**src/rtl/pattern_req_scheduler.sv**
```systemverilog
// pattern_req_scheduler
//   Shares one A/B/C pattern generator among NREQ requesters. A round-robin
//   arbiter picks a requester in IDLE, a single start pulse is issued, the
//   grant is held until the generator finishes, and a guard gap separates
//   consecutive operations.
//
//   Build option: define PRS_TIMEOUT_EN to add the start-to-finish timeout
//   with the sticky o_err flag. Without it, o_err is tied low and the FSM
//   waits indefinitely for the generator.
//
// Ports
//   i_clk          clock, rising edge
//   i_rst          asynchronous reset, active high
//   i_req          level request per requester, held until o_done
//   o_gnt          one-hot grant, held for the whole operation
//   o_done         1-cycle completion pulse to the granted requester
//   o_gen_start    1-cycle start pulse to the generator
//   i_gen_running  generator running flag
//   i_gen_seq      generator phase: 00 idle, 01 A, 10 B, 11 C
//   o_busy         high in any state other than IDLE
//   o_err          sticky timeout flag
//
// state      | meaning
// -----------+-----------------------------------------------------
// S_IDLE     | no operation; arbitrate among pending requests
// S_LAUNCH   | grant set, start pulse to the generator this cycle
// S_WAIT_RUN | waiting for the generator to raise running
// S_WAIT_C   | generator running, waiting for the C phase
// S_WAIT_END | C phase seen, waiting for running to fall
// S_GUARD    | forced idle gap before the next start
module pattern_req_scheduler #(
    parameter int NREQ    = 4,
    parameter int GUARD   = 8,
    parameter int TIMEOUT = 32,
    parameter int CNT_W   = 6
) (
    input  logic            i_clk,
    input  logic            i_rst,
    input  logic [NREQ-1:0] i_req,
    output logic [NREQ-1:0] o_gnt,
    output logic [NREQ-1:0] o_done,
    output logic            o_gen_start,
    input  logic            i_gen_running,
    input  logic [1:0]      i_gen_seq,
    output logic            o_busy,
    output logic            o_err
);

    localparam int PTR_W = (NREQ > 1) ? $clog2(NREQ) : 1;
    localparam logic [CNT_W-1:0] C_GUARD_LD = CNT_W'(GUARD - 1);
    localparam logic [CNT_W-1:0] C_TMO_LD   = CNT_W'(TIMEOUT - 1);

    typedef enum logic [2:0] {
        S_IDLE,
        S_LAUNCH,
        S_WAIT_RUN,
        S_WAIT_C,
        S_WAIT_END,
        S_GUARD
    } state_t;

    state_t           r_state;
    state_t           w_state_nxt;
    logic [NREQ-1:0]  r_gnt;
    logic [NREQ-1:0]  r_done;
    logic [PTR_W-1:0] r_ptr;
    logic [PTR_W-1:0] r_gidx;
    logic [CNT_W-1:0] r_cnt;
    logic [PTR_W-1:0] w_pick_idx;
    logic             w_pick_vld;
    logic [PTR_W-1:0] w_ptr_nxt;
    logic             w_in_op;
    logic             w_end;
    logic             w_tmo;
    logic             w_guard_done;

    // Index of the requester sitting ofs positions above base, wrapping.
    function automatic logic [PTR_W-1:0] rr_idx(input logic [PTR_W-1:0] base,
                                                 input int ofs);
        int j;
        j = int'(base) + ofs;
        if (j >= NREQ) j = j - NREQ;
        return PTR_W'(j);
    endfunction

    // Scan from the farthest offset down so the nearest set bit at or above
    // the pointer is the one left standing.
    always_comb begin
        w_pick_vld = 1'b0;
        w_pick_idx = '0;
        for (int k = NREQ - 1; k >= 0; k--) begin
            if (i_req[rr_idx(r_ptr, k)]) begin
                w_pick_vld = 1'b1;
                w_pick_idx = rr_idx(r_ptr, k);
            end
        end
    end

    assign w_ptr_nxt    = (r_gidx == PTR_W'(NREQ - 1)) ? '0 : r_gidx + 1'b1;
    assign w_in_op      = (r_state == S_LAUNCH) || (r_state == S_WAIT_RUN) ||
                          (r_state == S_WAIT_C) || (r_state == S_WAIT_END);
    assign w_end        = (r_state == S_WAIT_END) && !i_gen_running;
    assign w_guard_done = (r_state == S_GUARD) && (r_cnt == '0);

`ifdef PRS_TIMEOUT_EN
    // A normal finish on the last allowed cycle wins over the timeout.
    assign w_tmo = w_in_op && !w_end && (r_cnt == '0);
`else
    assign w_tmo = 1'b0;
`endif

    always_ff @(posedge i_clk or posedge i_rst) begin
        if (i_rst) r_state <= S_IDLE;
        else       r_state <= w_state_nxt;
    end

    always_comb begin
        w_state_nxt = r_state;
        case (r_state)
            S_IDLE:     if (w_pick_vld)           w_state_nxt = S_LAUNCH;
            S_LAUNCH:                             w_state_nxt = S_WAIT_RUN;
            S_WAIT_RUN: if (i_gen_running)        w_state_nxt = S_WAIT_C;
            S_WAIT_C:   if (i_gen_seq == 2'b11)   w_state_nxt = S_WAIT_END;
            S_WAIT_END: if (!i_gen_running)       w_state_nxt = S_GUARD;
            S_GUARD:    if (w_guard_done)         w_state_nxt = S_IDLE;
            default:                              w_state_nxt = S_IDLE;
        endcase
        if (w_tmo) w_state_nxt = S_GUARD;
    end

    // One down-counter serves both the timeout (LAUNCH..WAIT_END) and the
    // guard gap; it is reloaded on each phase change.
    always_ff @(posedge i_clk or posedge i_rst) begin
        if (i_rst) begin
            r_gnt  <= '0;
            r_done <= '0;
            r_ptr  <= '0;
            r_gidx <= '0;
            r_cnt  <= '0;
        end else begin
            r_done <= '0;
            case (r_state)
                S_IDLE: begin
                    if (w_pick_vld) begin
                        r_gnt  <= NREQ'(1) << w_pick_idx;
                        r_gidx <= w_pick_idx;
                        r_cnt  <= C_TMO_LD;
                    end
                end
                S_GUARD: begin
                    if (r_cnt != '0) r_cnt <= r_cnt - 1'b1;
                end
                default: begin
                    if (w_end) begin
                        r_done <= r_gnt;
                        r_gnt  <= '0;
                        r_ptr  <= w_ptr_nxt;
                        r_cnt  <= C_GUARD_LD;
                    end else if (w_tmo) begin
                        r_gnt  <= '0;
                        r_ptr  <= w_ptr_nxt;
                        r_cnt  <= C_GUARD_LD;
                    end else if (w_in_op && (r_cnt != '0)) begin
                        r_cnt  <= r_cnt - 1'b1;
                    end
                end
            endcase
        end
    end

`ifdef PRS_TIMEOUT_EN
    logic r_err;

    always_ff @(posedge i_clk or posedge i_rst) begin
        if (i_rst)      r_err <= 1'b0;
        else if (w_tmo) r_err <= 1'b1;
    end

    assign o_err = r_err;
`else
    assign o_err = 1'b0;
`endif

    assign o_gnt       = r_gnt;
    assign o_done      = r_done;
    assign o_gen_start = (r_state == S_LAUNCH);
    assign o_busy      = (r_state != S_IDLE);

endmodule
```
**config.mk**
```make
export PLATFORM = sky130hd
export DESIGN_NAME = pattern_req_scheduler
export DESIGN_NICKNAME = d
export VERILOG_FILES = /design/src/rtl/pattern_req_scheduler.sv
export SDC_FILE = /design/constraint.sdc
export NUM_CORES = 1
export LEC_CHECK = 0
export BUFFER_PORTS_ARGS = -buffer_cell sky130_fd_sc_hd__buf_4
export CAP_MARGIN = 20
export CORE_UTILIZATION = 39
export CTS_CLUSTER_DIAMETER = 120
export DETAILED_ROUTE_END_ITERATION = 10
export GPL_ROUTABILITY_DRIVEN = 0
export PLACE_DENSITY = 0.69
export SLEW_MARGIN = 5
export SYNTH_ARGS = -nofsm -noshare
export SYNTH_HDL_FRONTEND = slang
export SYNTH_SLANG_ARGS = --single-unit
```
**constraint.sdc**
```tcl
create_clock -name i_clk -period 2.7 [get_ports i_clk]
set_clock_uncertainty 0.15 [all_clocks]
set_input_delay 0.135 -clock i_clk [delete_from_list [all_inputs] [get_ports i_clk]]
set_output_delay 0.135 -clock i_clk [all_outputs]
set_load 0.02 [all_outputs]
```
=== Word level (Yosys, flattened, before mapping) ===
Index checks and enable logic that the tools add are counted.

* $add $sub $neg: 9
* Mux-type cells: 37
* Bitwise gates (word level): 2
* Shifts and indexed selects: 1
* $lt $le $gt $ge: 8
* Equality and inequality tests: 13
* Reductions and logical operators: 19

{| class="wikitable"
|+ Operator list
! kind !! count
|-
| two-way mux 6 bit || 4
|-
| two-way mux 2 bit || 9
|-
| one-hot mux 3 bit (6 select lines) || 1
|-
| two-way mux 4 bit || 4
|-
| two-way mux 3 bit || 5
|-
| less-than comparator 2 x 3 -> 1 bit (second input constant) || 4
|-
| one-hot mux 6 bit (2 select lines) || 1
|-
| >= comparator 3 bit (second input constant) || 3
|-
| binary-select mux 1 bit (select 2 bit) || 4
|-
| two-way mux 1 bit || 8
|-
| != test 2 bit (second input constant) || 4
|-
| one-hot mux 4 bit (2 select lines) || 1
|-
| subtractor 2 x 1 -> 2 bit (second input constant) || 4
|-
| adder 2 x 2 -> 3 bit (second input constant) || 2
|-
| equality test 3 x 2 -> 1 bit (second input constant) || 2
|-
| equality test 3 bit (second input constant) || 2
|-
| zero test 6 bit || 1
|-
| AND reduction 3 bit || 2
|-
| nonzero test 6 bit || 1
|-
| subtractor 6 x 1 -> 6 bit (second input constant) || 1
|-
| AND reduction 5 bit || 1
|-
| equality test 2 bit (second input constant) || 2
|-
| != test 2 x 1 -> 1 bit (second input constant) || 2
|-
| AND reduction 2 bit || 2
|-
| other kinds (14) || 19
|}

* Input bits: 9
* Output and inout bits: 11
* Bits in registers: 21

=== Depth between registers and ports, before layout ===
* Depth after elaboration: 12
* Gate-level depth with buffers: 6
* Gate-level depth less buffers: 6

=== Least setup slack after synthesis ===
OpenSTA, ideal clock, no wires.

* Path type: flip-flop to flip-flop
* Start: reg r_cnt[0]
* End: reg r_cnt[1]
* Library setup time: 128 ps
* Arrival: 1,542 ps
* Cell stages (with the launch flop): 7
* Clock period less this slack: 1,820 ps
* Path slack: 880 ps
* Required time: 2,422 ps
* Path through: dfrtp_1 -> inv_1 -> ha_1 -> nor2b_1 -> and3b_1 -> a211o_1 -> mux2_1

* Word-level cells in the longest chain between the ends: 4

{| class="wikitable"
|+ RTL lines
! element !! line !! source
|-
| start: declaration || 68 || <nowiki>logic [CNT_W-1:0] r_cnt;</nowiki>
|-
| start signal: assignment || 151 || <nowiki>if (r_cnt != '0) r_cnt <= r_cnt - 1'b1;</nowiki>
|-
| start signal: assignment || 164 || <nowiki>r_cnt <= r_cnt - 1'b1;</nowiki>
|-
| subtractor 6 x 1 -> 6 bit / nonzero test 6 bit (equally long branches) || 151, 164, 163 ||
|-
| two-way mux 6 bit / logical AND 1 bit (equally long branches) || 163 || <nowiki>end else if (w_in_op && (r_cnt != '0)) begin</nowiki>
|-
| two-way mux 6 bit / nonzero test 4 bit (equally long branches) || - ||
|-
| one-hot mux 6 bit (2 select lines) / AND reduction 3 bit (equally long branches) || - ||
|}

Several ways; a longest one is shown, not always the timed one. The select of a mux whose other input is x is not followed.
A chain may end at the register's enable or synchronous reset.

=== Final worst setup path ===
* Start: reg r_state[0]
* End: reg r_cnt[1]

* Word-level cells in the longest chain between the ends: 7

{| class="wikitable"
|+ RTL lines
! element !! line !! source
|-
| start: declaration || 62 || <nowiki>state_t r_state;</nowiki>
|-
| start signal: assignment || 114 || <nowiki>else r_state <= w_state_nxt;</nowiki>
|-
| equality test 3 x 1 -> 1 bit / equality test 3 x 2 -> 1 bit (equally long branches) || 100 || <nowiki>assign w_in_op = (r_state == S_LAUNCH) || (r_state == S_WAIT_RUN) ||</nowiki>
|-
| logical OR 1 bit (2 in series) || 100 ||
|-
| logical OR 1 bit || 101 || <nowiki>(r_state == S_WAIT_C) || (r_state == S_WAIT_END);</nowiki>
|-
| logical AND 1 bit || 163 ||
|-
| nonzero test 4 bit (no line) || - ||
|-
| AND reduction 3 bit (no line) || - ||
|}

Several ways; a longest one is shown, not always the timed one.

==> out/qor.csv <==
metric;value;unit
synth.most_common_cell;dfrtp_1;
yosysSeqAreaShare;0.436;
fp.dieH;57.6;µm
grt_antenna_before_repair;0;
grt_max_degree;22;
grt_pass1_vias;933;
p_leak;0.675;nW
port_buffers;18;
rows;19;
drt_pass1_iterations;7;
cts_tree;done;
synth_top_area_frac;0.436;
clk_pin_slew;130;ps
maxCapViolations;0;
drt-initial-drc-count;57;
finalMaxSlewViolations;0;
syn_area;0.00121;mm²
ys_warn_count;0;
fin_crit_sh;0.767;
fillCellCount;267;
synth_top_family_by_area;compound AO/OA/AOI/OAI gates;
synthTopCellsByArea;dfrtp_1, o21ai_0, ha_1;
critPathRequiredTime;2760;ps
path_max_fanout;13;
status;finished with violations;
criticalPathCategory;flip-flop to flip-flop;
grt_overflow_total;0;
cts_root_buffer;clkbuf_4;
p_sw_frac;0.434;
grtUsageMet2;0.267;
max-clock-path-buffers;2;
met1_usage;0.247;
hpwl;1.74;mm
slew_headroom;0.472;
post_cts_buffers;0;
muxShareOfSynthArea;0.0342;
area_delta_synth_final;15.1;%
insertedDiodeCount;0;
yosys.area_share.xor_xnor;0;
syn_inst;128;
p_seq_frac;0.413;
power.density;978;mW/mm²
synth.distinct_cells;44;
nNetsFinal;158;
period_needed;2070;ps
syn_nets;140;
grt.busiest_layer;met2;
holdWs;10.3;ps
netlist_top_cells_count;dfrtp_1, nand2_1, o21ai_0, a21oi_1, nor2_1;
viasPerCell;5.92;
cellInternalPower;769;µW
synth-compound-area-share;0.246;
synth_top_area_cell;dfrtp_1;
initial_core_util;0.423;
clk_latency;320;ps
critPathLaunchType;flip-flop;
ant_nets;0;
grt_usage;0.172;
synth_area_per_cell;9.42;µm²
cts_buffers;3;
violations;design-rule violations;
drive_gt1_frac;0.172;
totalWireLength;2.46;mm
hold_viol_final;0;
ios;20;
cp-end-kind;flip-flop;
htreeDepth;1;
num_vias;1042;
setup_viol_count_final;0;
ys.flop_type;dfrtp_1;
grt.met3_usage;0.0335;
synth_simple_gate_area_frac;0.204;
tightest_slew;792;ps
rsz0062_at_grt;no;
hold_class;primary input to flip-flop;
dieArea;0.00332;mm²
peakVddDrop;0.000364;V
synth_edf_count;0;
cts.sinks;21;
combPwrFrac;0.469;
crit_arrival;2130;ps
clkPwrFrac;0.118;
synthAdderAreaFrac;0.0311;
fmax;0.483;GHz
async_flop_share;1.00;
tns;0;ps
drc;2;
core;0.00285;mm²
die_x;57.6;µm
wl_per_cell;14.0;µm
grt_pass1_wl;4.40;mm
synth_seq_cells;21;
p_switching;589;µW
==> cell families (layout without fill, tap and decap cells) <==
family,Yosys count,after routing
simple gates,43,43
flops,21,21
mux,4,4
fa+ha+maj,3,3
other cells,1,1
compound gates,43,43
buf+inv,13,30
==> power groups by stage <==
| stage | clock network (mW) | registers (mW) | logic, mW |
|---|---|---|---|
| 6_report | 0.160 | 0.561 | 0.637 |
| 5_1_grt | 0.180 | 0.586 | 0.721 |
| 4_1_cts | 0.165 | 0.557 | 0.641 |
| 3_5_place_dp | 0 | 0.564 | 0.630 |
| 3_3_place_gp | 0 | 0.559 | 0.626 |
| 2_1_floorplan | 0 | 0.517 | 0.514 |
==> stage by stage <==
stage               worst slack (ps)  total power [mW]  instances  utilization  instance area [µm²]
floorplan                        880              1.03        128            -                 1210
global placement                 729              1.18        171        0.474                 1350
detailed placement               656              1.19        171        0.474                 1350
CTS                              641              1.36        176        0.487                 1390
global route                     326              1.49        176        0.487                 1390
finish                           629              1.36        176        0.487                 1390
==> area by class of cell <==
class	count	area, µm²	share of cell area
Timing Repair Buffer	19	145	0.105
Tap cell	31	38.8	0.0279
Clock inverter	1	5.00	0.00360
Inverter	7	26.3	0.0189
Clock buffer	3	22.5	0.0162
Sequential cell	21	526	0.378
Multi-Input combinational cell	94	626	0.450
==> flip-flops by register name, summed over array words and instances (netlist names) <==
register  cells
r_gidx        2
r_cnt         6
r_ptr         2
r_state       3
o_done        4
o_gnt         4
==> worst max-delay path, cell delays in order (launching register included) <==
cell     delay [ps]
dfrtp_1         520
nor3_1          520
inv_2           150
nor2_1          120
a211o_1         180
mux2_1          330
==> layout by cell type (no fill, tap or decap), drive strengths merged, types with 2 or more instances in the layout <==
cell type,synthesis,routed
a211o,2,2
a211oi,3,3
a21boi,2,2
a21o,4,4
a21oi,7,7
a22o,2,2
a31oi,2,2
and2,5,5
and3b,2,2
buf,3,18
clkbuf,3,3
dfrtp,21,21
ha,3,3
inv,7,7
mux2i,3,3
nand2,10,10
nand2b,3,3
nor2,7,7
nor3,3,3
nor3b,2,2
nor4b,2,2
o21a,2,2
o21ai,10,10
o2bb2ai,2,2
or3,3,3
==> worst paths after layout <==
kind                               start   endpoint  slack, ps  depth (start not counted)
min in group asynchronous          i_rst  o_done[1]        360                          3
max                           r_state[0]   r_cnt[1]        630                          5
max reg2reg                   r_state[0]   r_cnt[1]        630                          5
min reg2reg                     o_gnt[2]   o_gnt[2]        380                          1
min                        i_gen_running   r_ptr[1]         10                          4
max in group asynchronous          i_rst   r_cnt[3]       1550                          3
==> timing repair <==
action,in CTS,in global routing
endpoints found under the hold margin,21,0
hold buffers,1,0
resized for setup,0,0
==> per-layer routing <==
metal	wire length, µm	share of wire
met5	0	0
met4	25	0.010
met3	132	0.054
met2	1130	0.46
met1	1170	0.48
No activity file was read; power rests on OpenSTA's default activity.
